$ cat src/rtl/ibex_fetch_pkg.sv
// rtl/ibex_fetch_pkg.sv - shared types and helpers for the instruction fetch path
package ibex_fetch_pkg;

    typedef enum logic {
        IDLE     = 1'b0,
        WAIT_GNT = 1'b1
    } fetch_req_state_e;

    localparam logic [31:0] INSTR_ADDR_ALIGN_MASK = 32'hFFFF_FFFC;

    typedef struct packed {
        logic [31:0] rdata;
        logic        err;
    } fetch_rsp_t;

    function automatic logic [31:0] word_align(input logic [31:0] addr);
        return addr & INSTR_ADDR_ALIGN_MASK;
    endfunction

endpackage

$ cat src/rtl/ibex_fetch_req_ctrl_if.sv
// rtl/ibex_fetch_req_ctrl_if.sv - req/gnt/rvalid instruction bus
interface ibex_fetch_req_ctrl_if;

    logic        req;
    logic        gnt;
    logic [31:0] addr;
    logic        rvalid;
    logic [31:0] rdata;
    logic        err;

    modport master (output req, output addr, input gnt, input rvalid, input rdata, input err);
    modport slave  (input req, input addr, output gnt, output rvalid, output rdata, output err);

endinterface

$ cat src/rtl/ibex_fetch_outstanding_tracker.sv
// rtl/ibex_fetch_outstanding_tracker.sv - thermometer-coded in-flight request and discard tracking
module ibex_fetch_outstanding_tracker
    import ibex_fetch_pkg::*;
#(
    parameter int unsigned NUM_REQS = 2,
    localparam int unsigned CNT_W = $clog2(NUM_REQS + 1)
) (
    input  logic                clk_i,
    input  logic                rst_ni,
    input  logic                gnt_fire,
    input  logic                gnt_discard,
    input  logic                rvalid,
    input  logic                branch,
    output logic [NUM_REQS-1:0] outstanding,
    output logic                discard_head,
    output logic [CNT_W-1:0]    count
);

    logic [NUM_REQS-1:0] outstanding_q, outstanding_d, out_shift;
    logic [NUM_REQS-1:0] discard_q, discard_d, dis_shift;

    // Retire first, then append, so a same-cycle grant and rvalid keep the count steady.
    always_comb begin
        out_shift = rvalid ? (outstanding_q >> 1) : outstanding_q;
        dis_shift = rvalid ? (discard_q >> 1) : discard_q;
        if (branch) begin
            dis_shift = dis_shift | out_shift;
        end
        outstanding_d = out_shift;
        discard_d     = dis_shift;
        if (gnt_fire) begin
            outstanding_d = (out_shift << 1) | NUM_REQS'(1);
            if (gnt_discard) begin
                discard_d = dis_shift | (outstanding_d & ~out_shift);
            end
        end
    end

    always_ff @(posedge clk_i or negedge rst_ni) begin
        if (!rst_ni) begin
            outstanding_q <= '0;
            discard_q     <= '0;
        end else begin
            outstanding_q <= outstanding_d;
            discard_q     <= discard_d;
        end
    end

    always_comb begin
        count = '0;
        for (int i = 0; i < NUM_REQS; i++) begin
            count = count + CNT_W'(outstanding_q[i]);
        end
    end

    assign outstanding  = outstanding_q;
    assign discard_head = discard_q[0];

endmodule

$ cat src/rtl/ibex_fetch_req_ctrl.sv
// rtl/ibex_fetch_req_ctrl.sv - instruction bus initiator feeding the fetch FIFO
module ibex_fetch_req_ctrl
    import ibex_fetch_pkg::*;
#(
    parameter int unsigned NUM_REQS = 2
) (
    input  logic                   clk_i,
    input  logic                   rst_ni,
    input  logic                   req_i,
    input  logic                   branch_i,
    input  logic [31:0]            addr_i,
    output logic                   busy_o,
    input  logic [NUM_REQS-1:0]    fifo_busy_i,
    output logic                   fifo_clear_o,
    output logic                   fifo_valid_o,
    output logic [31:0]            fifo_addr_o,
    output logic [31:0]            fifo_rdata_o,
    output logic                   fifo_err_o,
    ibex_fetch_req_ctrl_if.master  instr_bus
);

    localparam int unsigned CNT_W = $clog2(NUM_REQS + 1);
    localparam int unsigned SUM_W = $clog2(2 * NUM_REQS + 1);
    localparam logic [SUM_W-1:0] MAX_OUT = SUM_W'(NUM_REQS);

    fetch_req_state_e    state_q, state_d;
    logic [31:0]         fetch_addr_q, fetch_addr_d;
    logic [31:0]         req_addr_q;
    logic                pend_discard_q;
    logic [NUM_REQS-1:0] outstanding;
    logic                discard_head;
    logic [CNT_W-1:0]    n_out;
    logic [SUM_W-1:0]    n_busy;
    logic                can_issue, gnt_fire, gnt_discard;
    fetch_rsp_t          rsp;

    always_comb begin
        n_busy = '0;
        for (int i = 0; i < NUM_REQS; i++) begin
            n_busy = n_busy + SUM_W'(fifo_busy_i[i]);
        end
    end

    // A branch bypasses the FIFO occupancy limit since the FIFO is being cleared.
    assign can_issue = req_i & (SUM_W'(n_out) < MAX_OUT)
                     & (branch_i | ((SUM_W'(n_out) + n_busy) < MAX_OUT));

    always_ff @(posedge clk_i or negedge rst_ni) begin
        if (!rst_ni) begin
            state_q <= IDLE;
        end else begin
            state_q <= state_d;
        end
    end

    always_comb begin
        state_d = state_q;
        case (state_q)
            IDLE:     if (instr_bus.req && !instr_bus.gnt) state_d = WAIT_GNT;
            WAIT_GNT: if (instr_bus.gnt) state_d = IDLE;
            default:  state_d = IDLE;
        endcase
    end

    always_comb begin
        instr_bus.req  = 1'b0;
        instr_bus.addr = fetch_addr_q;
        case (state_q)
            IDLE: begin
                instr_bus.req  = can_issue;
                instr_bus.addr = branch_i ? word_align(addr_i) : fetch_addr_q;
            end
            WAIT_GNT: begin
                instr_bus.req  = 1'b1;
                instr_bus.addr = req_addr_q;
            end
            default: ;
        endcase
    end

    assign gnt_fire    = instr_bus.req & instr_bus.gnt;
    // A request stuck waiting across a branch is stale once granted.
    assign gnt_discard = (state_q == WAIT_GNT) & (pend_discard_q | branch_i);

    always_comb begin
        fetch_addr_d = fetch_addr_q;
        if (gnt_fire && !gnt_discard) begin
            fetch_addr_d = instr_bus.addr + 32'd4;
        end else if (branch_i) begin
            fetch_addr_d = word_align(addr_i);
        end
    end

    always_ff @(posedge clk_i or negedge rst_ni) begin
        if (!rst_ni) begin
            fetch_addr_q   <= '0;
            req_addr_q     <= '0;
            pend_discard_q <= 1'b0;
        end else begin
            fetch_addr_q <= fetch_addr_d;
            if (state_q == IDLE && instr_bus.req && !instr_bus.gnt) begin
                req_addr_q <= instr_bus.addr;
            end
            if (gnt_fire) begin
                pend_discard_q <= 1'b0;
            end else if (state_q == WAIT_GNT && branch_i) begin
                pend_discard_q <= 1'b1;
            end
        end
    end

    ibex_fetch_outstanding_tracker #(.NUM_REQS(NUM_REQS)) u_tracker (
        .clk_i        (clk_i),
        .rst_ni       (rst_ni),
        .gnt_fire     (gnt_fire),
        .gnt_discard  (gnt_discard),
        .rvalid       (instr_bus.rvalid),
        .branch       (branch_i),
        .outstanding  (outstanding),
        .discard_head (discard_head),
        .count        (n_out)
    );

    assign rsp          = '{rdata: instr_bus.rdata, err: instr_bus.err};
    assign fifo_clear_o = branch_i;
    assign fifo_addr_o  = addr_i;
    assign fifo_valid_o = instr_bus.rvalid & ~discard_head & ~branch_i;
    assign fifo_rdata_o = rsp.rdata;
    assign fifo_err_o   = rsp.err;
    assign busy_o       = instr_bus.req | outstanding[0];

    a_rvalid_outstanding: assert property (@(posedge clk_i) disable iff (!rst_ni)
        instr_bus.rvalid |-> outstanding[0]);
    a_count_bound: assert property (@(posedge clk_i) disable iff (!rst_ni)
        SUM_W'(n_out) <= MAX_OUT);
    a_addr_stable: assert property (@(posedge clk_i) disable iff (!rst_ni)
        (state_q == WAIT_GNT && !instr_bus.gnt) |=> (instr_bus.addr == $past(instr_bus.addr)));

endmodule

$ cat src/flat_wrapper.sv
// flat-port wrapper written by rule: the top's interface ports become plain ports
module ibex_fetch_req_ctrl_flat import ibex_fetch_pkg::*;
#(
    parameter int unsigned NUM_REQS = 2
)
  (clk_i, rst_ni, req_i, branch_i, addr_i, busy_o, fifo_busy_i, fifo_clear_o, fifo_valid_o, fifo_addr_o, fifo_rdata_o, fifo_err_o, instr_bus_req, instr_bus_addr, instr_bus_gnt, instr_bus_rvalid, instr_bus_rdata, instr_bus_err);
  ibex_fetch_req_ctrl_if instr_bus_i ();
  input  logic clk_i;
  input  logic rst_ni;
  input  logic req_i;
  input  logic branch_i;
  input  logic [31:0] addr_i;
  output logic busy_o;
  input  logic [NUM_REQS-1:0] fifo_busy_i;
  output logic fifo_clear_o;
  output logic fifo_valid_o;
  output logic [31:0] fifo_addr_o;
  output logic [31:0] fifo_rdata_o;
  output logic fifo_err_o;
  output wire logic [$bits(instr_bus_i.req)-1:0] instr_bus_req;
  output wire logic [$bits(instr_bus_i.addr)-1:0] instr_bus_addr;
  input wire logic [$bits(instr_bus_i.gnt)-1:0] instr_bus_gnt;
  input wire logic [$bits(instr_bus_i.rvalid)-1:0] instr_bus_rvalid;
  input wire logic [$bits(instr_bus_i.rdata)-1:0] instr_bus_rdata;
  input wire logic [$bits(instr_bus_i.err)-1:0] instr_bus_err;
  assign instr_bus_req = instr_bus_i.req;
  assign instr_bus_addr = instr_bus_i.addr;
  assign instr_bus_i.gnt = instr_bus_gnt;
  assign instr_bus_i.rvalid = instr_bus_rvalid;
  assign instr_bus_i.rdata = instr_bus_rdata;
  assign instr_bus_i.err = instr_bus_err;
  ibex_fetch_req_ctrl #(.NUM_REQS(NUM_REQS)) u_core (.clk_i(clk_i), .rst_ni(rst_ni), .req_i(req_i), .branch_i(branch_i), .addr_i(addr_i), .busy_o(busy_o), .fifo_busy_i(fifo_busy_i), .fifo_clear_o(fifo_clear_o), .fifo_valid_o(fifo_valid_o), .fifo_addr_o(fifo_addr_o), .fifo_rdata_o(fifo_rdata_o), .fifo_err_o(fifo_err_o), .instr_bus(instr_bus_i));
endmodule
$ cat config.mk
export PLATFORM = sky130hd
export DESIGN_NAME = ibex_fetch_req_ctrl_flat
export DESIGN_NICKNAME = d
export VERILOG_FILES = /design/src/rtl/ibex_fetch_pkg.sv /design/src/rtl/ibex_fetch_req_ctrl_if.sv /design/src/rtl/ibex_fetch_outstanding_tracker.sv /design/src/rtl/ibex_fetch_req_ctrl.sv /design/src/flat_wrapper.sv
export SDC_FILE = /design/constraint.sdc
export NUM_CORES = 1
export LEC_CHECK = 0
export BUFFER_PORTS_ARGS = -buffer_cell sky130_fd_sc_hd__buf_2
export CAP_MARGIN = 20
export CORE_MARGIN = 5
export CORE_UTILIZATION = 50
export CTS_CLUSTER_SIZE = 8
export DETAILED_ROUTE_END_ITERATION = 6
export PLACE_DENSITY = 0.81
export SLEW_MARGIN = 15
export SYNTH_ARGS = -nofsm -noshare
export SYNTH_HDL_FRONTEND = slang
export SYNTH_HIERARCHICAL = 1
export SYNTH_SLANG_ARGS = --single-unit
$ cat constraint.sdc
create_clock -name clk_i -period 3.1 [get_ports clk_i]
set_input_delay 0.31 -clock clk_i [delete_from_list [all_inputs] [get_ports clk_i]]
set_output_delay 0.31 -clock clk_i [all_outputs]
set_load 0.005 [all_outputs]
Word level (Yosys, flattened, before mapping)
Cells that the tools add are included.
{"block": "totals", "output_inout_bits": 101, "word_cells": 51, "input_bits": 73, "reg_bits": 70}
{"block": "classes", "order_cmp": 2, "bitwise": 16, "n_reduce_logical": 8, "mux": 15, "addsub": 4}
{"operator": "two-way mux 32 bit", "count": 2}
{"operator": "case mux 32 bit (2 select lines)", "count": 1}
{"operator": "adder 32 x 3 -> 32 bit, second input constant", "count": 1}
{"operator": "two-way mux 2 bit", "count": 6}
{"operator": "AND 1 bit", "count": 6}
{"operator": "logical AND 1 bit", "count": 5}
{"operator": "adder 1 x 1 -> 2 bit", "count": 2}
{"operator": "two-way mux 1 bit", "count": 4}
{"operator": "OR 2 bit", "count": 2}
{"operator": "case mux 1 bit (2 select lines)", "count": 2}
{"operator": "adder 2 x 3 -> 3 bit", "count": 1}
{"operator": "less-than comparator 3 x 2 -> 1 bit, second input constant", "count": 1}
{"operator": "inverter 1 bit", "count": 3}
{"operator": "OR 1 bit", "count": 3}
{"operator": "AND 2 bit", "count": 1}
{"operator": "logical NOT 1 bit", "count": 2}
{"operator": "less-than comparator 2 bit, second input constant", "count": 1}
{"operator": "inverter 2 bit", "count": 1}
{"operator": "nonzero test 2 bit", "count": 1}

Logic depth before layout (Yosys ltp)
Gate-level depths: netlist of the first run.
{"block": "logic_depth", "depth_word": 9, "mapped_depth": 12, "mapped_depth_nobuf": 9}

Cells and area by module
The synthesis of the first run kept the hierarchy.
{"module": "ibex_fetch_req_ctrl", "cells_per_inst": 467, "seq_area_each_um2": 1651.6, "instances": 1, "area_each_um2": 4509.3}
{"module": "ibex_fetch_outstanding_tracker", "cells_per_inst": 19, "seq_area_each_um2": 100.1, "instances": 1, "area_each_um2": 220.2}

Worst setup path after synthesis of the first run
No wires, ideal clock.
{"block": "synth_timing", "kind": "reg-to-reg", "from": "reg u_core.state_q", "to": "reg u_core.fetch_addr_q[22]", "path_stages_with_launch": 12, "path_slack_ps": 520, "required_ps": 3018, "period_less_slack_ps": 2580, "path_buffers": 2, "t_arrival_ps": 2498, "setup_ps": 82, "cell_sequence": "dfrtp_1 > inv_1 > buf_4 > buf_2 > a21o_1 > inv_1 > ha_1 > o211ai_1 > nor4_4 > nand4_2 > or4_1 > a31oi_1"}
{"block": "synth_via", "elab_cells_between_ends": 9, "classes_between": "add/sub: 1; mux: 3; bitwise: 3; reduce/logical: 2"}
{"item": "from (decl)", "line_no": "ibex_fetch_req_ctrl.sv:26", "source": "fetch_req_state_e state_q, state_d;"}
{"item": "from (signal assigned)", "line_no": "ibex_fetch_req_ctrl.sv:52", "source": "state_q <= state_d;"}
{"item": "inverter 1 bit", "line_no": "ibex_fetch_req_ctrl.sv:68", "source": "case (state_q)"}
{"item": "case mux 32 bit (2 select lines) *", "line_no": "ibex_fetch_req_ctrl.sv:68"}
{"item": "via instr_bus_addr[2]", "line_no": "flat_wrapper.sv:21", "source": "output wire logic [$bits(instr_bus_i.addr)-1:0] instr_bus_addr;"}
{"item": "adder 32 x 3 -> 32 bit *", "line_no": "ibex_fetch_req_ctrl.sv:88", "source": "fetch_addr_d = instr_bus.addr + 32'd4;"}
{"item": "two-way mux 32 bit *", "line_no": "ibex_fetch_req_ctrl.sv:87", "source": "if (gnt_fire && !gnt_discard) begin"}
{"item": "via u_core.fetch_addr_d[22]", "line_no": "ibex_fetch_req_ctrl.sv:27", "source": "logic [31:0] fetch_addr_q, fetch_addr_d;"}
{"item": "to (signal assigned)", "line_no": "ibex_fetch_req_ctrl.sv:100", "source": "fetch_addr_q <= fetch_addr_d;"}
{"item": "to (decl)", "line_no": "ibex_fetch_req_ctrl.sv:27"}
The timed path passes the listed nets; every way through them passes the cells marked *.
A chain may end at the register's enable or synchronous reset.

Worst setup path in the final report of the first run
{"block": "layout_timing", "from": "reg u_core.state_q", "to": "reg u_core.fetch_addr_q[22]"}
{"block": "layout_via", "elab_chain_len": 5, "elab_cells_between_ends": 9, "classes_between": "add/sub: 1; mux: 3; bitwise: 3; reduce/logical: 2"}
{"item": "branches (longest 4 deep; another with adder 32 x 3 -> 32 bit)"}
{"item": "two-way mux 32 bit *", "line_no": "ibex_fetch_req_ctrl.sv:87"}
{"item": "via u_core.fetch_addr_d[22]", "line_no": "ibex_fetch_req_ctrl.sv:27"}
Mark *: on every way through the listed nets, which the timed path passes.

==> impl_results.md, run 1 <==
* Ratio of cells with drive above 1 in the final layout at 38.99%
* Post-CTS setup buffers at 0
* Maximum clock path buffer count at 2
* Worst Tran Pin Value at 0.9035 ns
* Site row count at 35
* P_int at 2.303 mW
* Flops & latches, synth at 70
* Fin area at 5122 um^2
* Diodes inserted at 0
* Cells on worst reg2reg path at 10
* Post-DRT Antenna Nets at 0
* Mapped Cells at 486
* Fin cells at 665
* PD cells at 727.5 nW/um^2
* GPL Wtd Cong at 0.8262
* Netlist cell types at 45
* Storage cell area at 1752 um^2
* Synth Flop Type: dfrtp_1
* Num CTS Buffers at 9
* Via Count at 3,682
* Gr ovfl total at 0
* Die height at 107.3 um
* GRT Overall Usage at 20.10%
* Sw power at 1.423 mW
* Multi-input logic area at 2248 um^2
* CTS Sinks at 70
* Fin crit share at 93.58%
* H-tree levels at 3
* DRT Wirelength at 11.25 mm
* Hold Path Class: in -> async
* Yosys warnings at 6
* Clock share of power at 17.3%
* Clk pin slew, worst setup/hold paths at 0.08 ns
* CP max FO at 29
* Max-Slew Margin vs Limit at 39.76%
* EDFF count, synth at 0
* RSZ-0062 raised after global routing: no
* Worst Clk Skew at 0.007906 ns
* R2R Setup Slk at 0.20 ns
* Worst Setup Path Type: reg -> reg
* Setup TNS at 0 ns
* Vias per cell at 5.537
* Comb power frac at 44.7%
* Post-CTS resize count at 0
* Core area at 9240 um^2
* Final Critical Period at 2.901 ns
* Initial Util at 51.18%
* Die W at 107.3 um
* Type of origin of the critical path: flop
* Seq pwr share at 38.0%
* Ports at 174
* Number of global-route vias before repair at 3,759
* Syn_nets at 562
* Hold Slack at 0.1493 ns
* Crit path DAT at 3.16 ns
* Pins Over Slew Limit at 0
* Cts hold-fix bufs at 0
* First-iteration detailed-routing DRC count at 205
* Status: finished, final reports clean
* Final nets at 607
* Filler Cells Inserted at 817
* Final Hold Fails at 0
* Reg2Reg Launch Point: u_core/state_q
* Worst R2R End: u_core/fetch_addr_q[22]
* CTS tree: done
* Port Buf Inserts at 103
* Syn_area_per_cell at 9.732 um^2
* Post-synthesis sequential area ratio at 37.04%
* Setup Viol. Count Final at 0
* Drt drc at 0
* Sw frac at 38.20%
* First-pass GRT wire length at 18.29 mm
* Synth Cell Area at 4730 um^2
* Largest net degree at the start of global routing at 71
* CTS Root Cell: clkbuf_8
* TritonRoute pass-1 iters at 4
* CP required at 3.36 ns
* Wire per inst at 16.92 um
* Commonest non-fill, non-tap cells in the layout: buf_2, dfrtp_1, mux2_2, nor2_1, inv_1
* Max Freq at 344.7 MHz
* Leak at 2.403 nW
* CP endpoint kind: flop
* DP HPWL at 8.210 mm
* Max Cap Viol at 0
* Die ar. at 11,500 um^2
* Layout Area Growth over Synthesis at 8.307%
* Worst-skew pair later-pin latency at 0.35 ns
* Maximum vdd drop at 0.2899 mV
* Dpl cell area at 4957 um^2
* Final WS setup at 0.1990 ns
* Commonest non-fill, non-tap cell in the layout: buf_2
* Cell count after placement at 649
* Async SR Flop Fraction at 100.0%
* Initial antenna violation count at 0
* Pre-CTS setup slack at 0.1975 ns
==> layout make-up <==
type	count	share of cell area [%]
clock buffers	9	2.418
clock inverters	7	0.8061
inverters	28	2.052
multi-input cells	299	43.89
flip-flops and latches	70	34.20
well taps	129	3.151
repair buffers	123	13.48
==> cell families (layout without fill, tap and decap cells) <==
family,count (synthesis),count (layout),synth area share (%)
muxes,86,86,20.16
AOI/OAI and AO/OA,68,68,8.677
DFF,70,70,37.04
xor gates and xnor gates,13,13,2.407
and+or+nand+nor,129,129,15.34
buffers and inverters,117,167,15.58
adders and majority gates,3,3,0.7937
==> registers in the layout (all words and copies together), names as in the netlist <==
| signal | cells |
|---|---|
| u_core/fetch_addr_q | 32 |
| u_core/pend_discard_q | 1 |
| u_core/req_addr_q | 32 |
| u_core/state_q | 1 |
| u_core/u_tracker/discard_q | 2 |
| u_core/u_tracker/outstanding | 2 |
==> metal layers <==
metal  GRT usage, %  vias to the layer above  share of wire [%]  wire, um
li1               -                     1724                  -         -
met1          25.62                     1776                 41      4584
met2          32.93                      145                 49      5535
met3          4.739                       37                7.4       830
met4          7.945                        0                2.7       300
met5              0                        -                  0         0
==> power groups by stage <==
stage	Sequential, mW	Combinational [mW]	Clock [mW]
floorplan	1.38	1.19	0
global placement	1.41	1.60	0
detailed placement	1.43	1.66	0
CTS	1.42	1.67	0.665
global route	1.45	1.86	0.702
finish	1.42	1.66	0.644
==> worst max path at each step <==
stage | from | to | slack [ns] | cells past startpoint
after floorplan | u_core/state_q | u_core/fetch_addr_q[22] | 0.52 | 11
after global placement | branch_i | u_core/fetch_addr_q[22] | 0.32 | 10
after detailed placement | branch_i | u_core/fetch_addr_q[21] | 0.20 | 8
after CTS | u_core/state_q | u_core/fetch_addr_q[22] | 0.24 | 10
after global routing | u_core/state_q | u_core/fetch_addr_q[22] | 0.02 | 10
final | u_core/state_q | u_core/fetch_addr_q[22] | 0.20 | 10
==> cells in the mapped netlist, drive strengths merged, types with 11 or more instances <==
| cell type | instances | area share [%] |
|---|---|---|
| mux2i | 27 | 6.0 |
| nand3 | 12 | 1.4 |
| nor2 | 32 | 2.5 |
| nand2 | 25 | 2.0 |
| buf | 80 | 13 |
| mux2 | 59 | 14 |
| xnor2 | 13 | 2.4 |
| a31oi | 13 | 1.7 |
| inv | 28 | 2.2 |
| a21oi | 18 | 1.9 |
| nand4 | 11 | 1.6 |
| o21ai | 19 | 2.0 |
| dfrtp | 70 | 37 |
==> critical path, stage by stage, from the launching register on <==
cell	delay, ns
dfrtp_1	0.58
inv_1	0.14
buf_12	0.21
a21o_1	0.21
inv_1	0.09
ha_1	0.21
o211ai_1	0.14
nor4_4	0.27
nand4_2	0.24
or4_1	0.51
a31oi_1	0.21
==> through the flow <==
step / utilization, % / total power, mW
global route: 55.44 / 4.010
finish: 55.44 / 3.727
floorplan: - / 2.569
CTS: 55.44 / 3.752
global placement: 53.65 / 3.014
detailed placement: 53.65 / 3.099
No activity file was read; power rests on OpenSTA's default activity.
==> run 2: changes to the inputs <==
GPL_TIMING_DRIVEN = 0   (was not set)
==> impl_results.md, run 2 (synthesis results as in run 1) <==
* Site row count at 35 (unchanged)
* Largest net degree at the start of global routing at 42 (was 71)
* Max Cap Viol at 0 (unchanged)
* CTS tree: done (unchanged)
* Layout Area Growth over Synthesis at 23.92% (was 8.307%)
* Top sig layer: met4 (unchanged)
* First-iteration detailed-routing DRC count at 233 (was 205)
* GRT Overall Usage at 21.38% (was 20.10%)
* Hold EP: u_core/state_q
* Wire per inst at 16.00 um (was 16.92 um)
* Length of routed met3 wiring at 1.161 mm (was 830 um)
* CP required at 3.33 ns (was 3.36 ns)
* First-pass GRT wire length at 19.51 mm (was 18.29 mm)
* Worst Setup Path Type: reg -> reg (unchanged)
* Commonest non-fill, non-tap cells in the layout: buf_2, buf_4, dfrtp_1, mux2_2, nor2_1 (was buf_2, dfrtp_1, mux2_2, nor2_1, inv_1)
* Crit path DAT at 3.10 ns (was 3.16 ns)
* Worst Tran Pin Value at 0.7980 ns (was 0.9035 ns)
* Worst Clk Skew at 0.01271 ns (was 0.007906 ns)
* Cell count after placement at 754 (was 649)
* Die ar. at 11,500 um^2 (unchanged)
* CTS Root Cell: clkbuf_8 (unchanged)
* Maximum clock path buffer count at 2 (unchanged)
* Number of global-route vias before repair at 4,072 (was 3,759)
* Gr ovfl total at 0 (unchanged)
* Final nets at 715 (was 607)
* Top flop regs: u_core/fetch_addr_q x32, u_core/req_addr_q x32 (unchanged)
* Hold Crit Start: instr_bus_gnt
* Vias per cell at 5.336 (was 5.537)
* Initial antenna violation count at 0 (unchanged)
* Die height at 107.3 um (unchanged)
* Type of origin of the critical path: flop (unchanged)
* Via Count at 4,125 (was 3,682)
* R2R Setup Slk at 0.22 ns (was 0.20 ns)
* Initial Util at 51.18% (unchanged)
* Num CTS Buffers at 9 (unchanged)
* DP HPWL at 9.371 mm (was 8.210 mm)
* Leak at 2.871 nW (was 2.403 nW)
* Fin crit share at 92.78% (was 93.58%)
* PD cells at 670.8 nW/um^2 (was 727.5 nW/um^2)
* Post-DRT Antenna Nets at 0 (unchanged)
* Ports at 174 (unchanged)
* Hold Path Class: in -> reg (was in -> async)
* Reg2Reg Launch Point: u_core/state_q (unchanged)
* CP endpoint kind: flop (unchanged)
* Max Freq at 347.7 MHz (was 344.7 MHz)
* WL met1 at 4.915 mm (was 4.584 mm)
* Diodes inserted at 0 (unchanged)
* GPL Wtd Cong at 0.8559 (was 0.8262)
* Drt drc at 0 (unchanged)
* DRT Wirelength at 12.37 mm (was 11.25 mm)
* Commonest non-fill, non-tap cell in the layout: buf_2 (unchanged)
* Final Critical Period at 2.876 ns (was 2.901 ns)
* Fin cells at 773 (was 665)
* Clk pin slew, worst setup/hold paths at 0.07 ns (was 0.08 ns)
* Maximum vdd drop at 0.3140 mV (was 0.2899 mV)
* Die W at 107.3 um (unchanged)
* CP max FO at 19 (was 29)
* Core area at 9240 um^2 (unchanged)
* Ratio of cells with drive above 1 in the final layout at 47.36% (was 38.99%)
* Status: finished, final reports clean (unchanged)
* Utilization after layout at 63.43% (was 55.44%)
* Final Hold Fails at 0 (unchanged)
* TritonRoute pass-1 iters at 4 (unchanged)
* Cells on worst reg2reg path at 7 (was 10)
* Port Buf Inserts at 138 (was 103)
* CTS Sinks at 70 (unchanged)
* Worst-skew pair later-pin latency at 0.35 ns (about the same)
* Max-Slew Margin vs Limit at 46.80% (was 39.76%)
* Worst R2R End: u_core/fetch_addr_q[31] (was u_core/fetch_addr_q[22])
* Pins Over Slew Limit at 0 (unchanged)
* RSZ-0062 raised after global routing: no (unchanged)
* Hold depth at 2
* Detail Route met2 WL at 6.038 mm (was 5.535 mm)
* H-tree levels at 3 (unchanged)
* Setup Viol. Count Final at 0 (unchanged)
-- run 2: stage by stage --
step                      setup TNS (ns)  power (mW)  cell area (um^2)  setup slack, ns  hold slack, ns
after CTS                              0       3.941              5861          0.05101          0.1620
after detailed placement         -0.7183       3.117              5604          -0.2202          0.2676
after global routing                   0       4.189              5861          0.03765          0.1818
after floorplan                        0       2.569              4730           0.5203         0.01441
final                                  0       3.931              5861           0.2238          0.1801
after global placement           -0.4755       3.023              5582          -0.1769          0.4623
-- run 2: worst max-delay path: stages (launching register included) --
cell and delay (ns):
dfrtp_1 0.43, inv_1 0.09, buf_4 0.32, mux2i_1 0.25
nor4_4 0.51, nand4_1 0.39, or4_1 0.61, and3_1 0.16
-- run 2: layout make-up --
| type | instances | area, um^2 |
|---|---|---|
| tap | 129 | 161.4 |
| fill | 771 | 3379 |
| clock inverter | 4 | 70.07 |
| sequential | 70 | 1752 |
| timing repair buffer | 143 | 745.7 |
| buffer | 88 | 629.4 |
| clock buffer | 12 | 145.1 |
| multi-input combinational | 299 | 2252 |
| inverter | 28 | 105.1 |
-- run 2: timing repair --
action,4_1_cts,5_1_grt
setup endpoints to repair,4,23
hold buffers,1,0
gates resized for setup,1,6
pin swaps,1,0
endpoints found under the hold margin,29,0
cloned,0,0
setup buffers,3,0
-- run 2: worst max path at each step --
| stage | startpoint | end | slack, ns | depth (start not counted) |
|---|---|---|---|---|
| finish | u_core/state_q | u_core/fetch_addr_q[31] | 0.22 | 7 |
| CTS | u_core/state_q | u_core/fetch_addr_q[28] | 0.05 | 13 |
| global placement | branch_i | u_core/fetch_addr_q[22] | -0.18 | 12 |
| floorplan | u_core/state_q | u_core/fetch_addr_q[22] | 0.52 | 11 |
| detailed placement | branch_i | u_core/fetch_addr_q[22] | -0.22 | 12 |
| global route | u_core/state_q | u_core/fetch_addr_q[22] | 0.04 | 11 |
-- run 2: power by group --
group	total [mW]	internal [mW]	switching, mW
clock network	0.811	0.473	0.338
logic	1.71	0.776	0.936
registers	1.41	1.26	0.149
total	3.93	2.51	1.42
-- run 2: metal layers --
metal	vias up	track usage, %
met5	-	0
met4	0	9.224
met3	23	4.439
met2	191	35.57
met1	1969	26.83
li1	1942	-
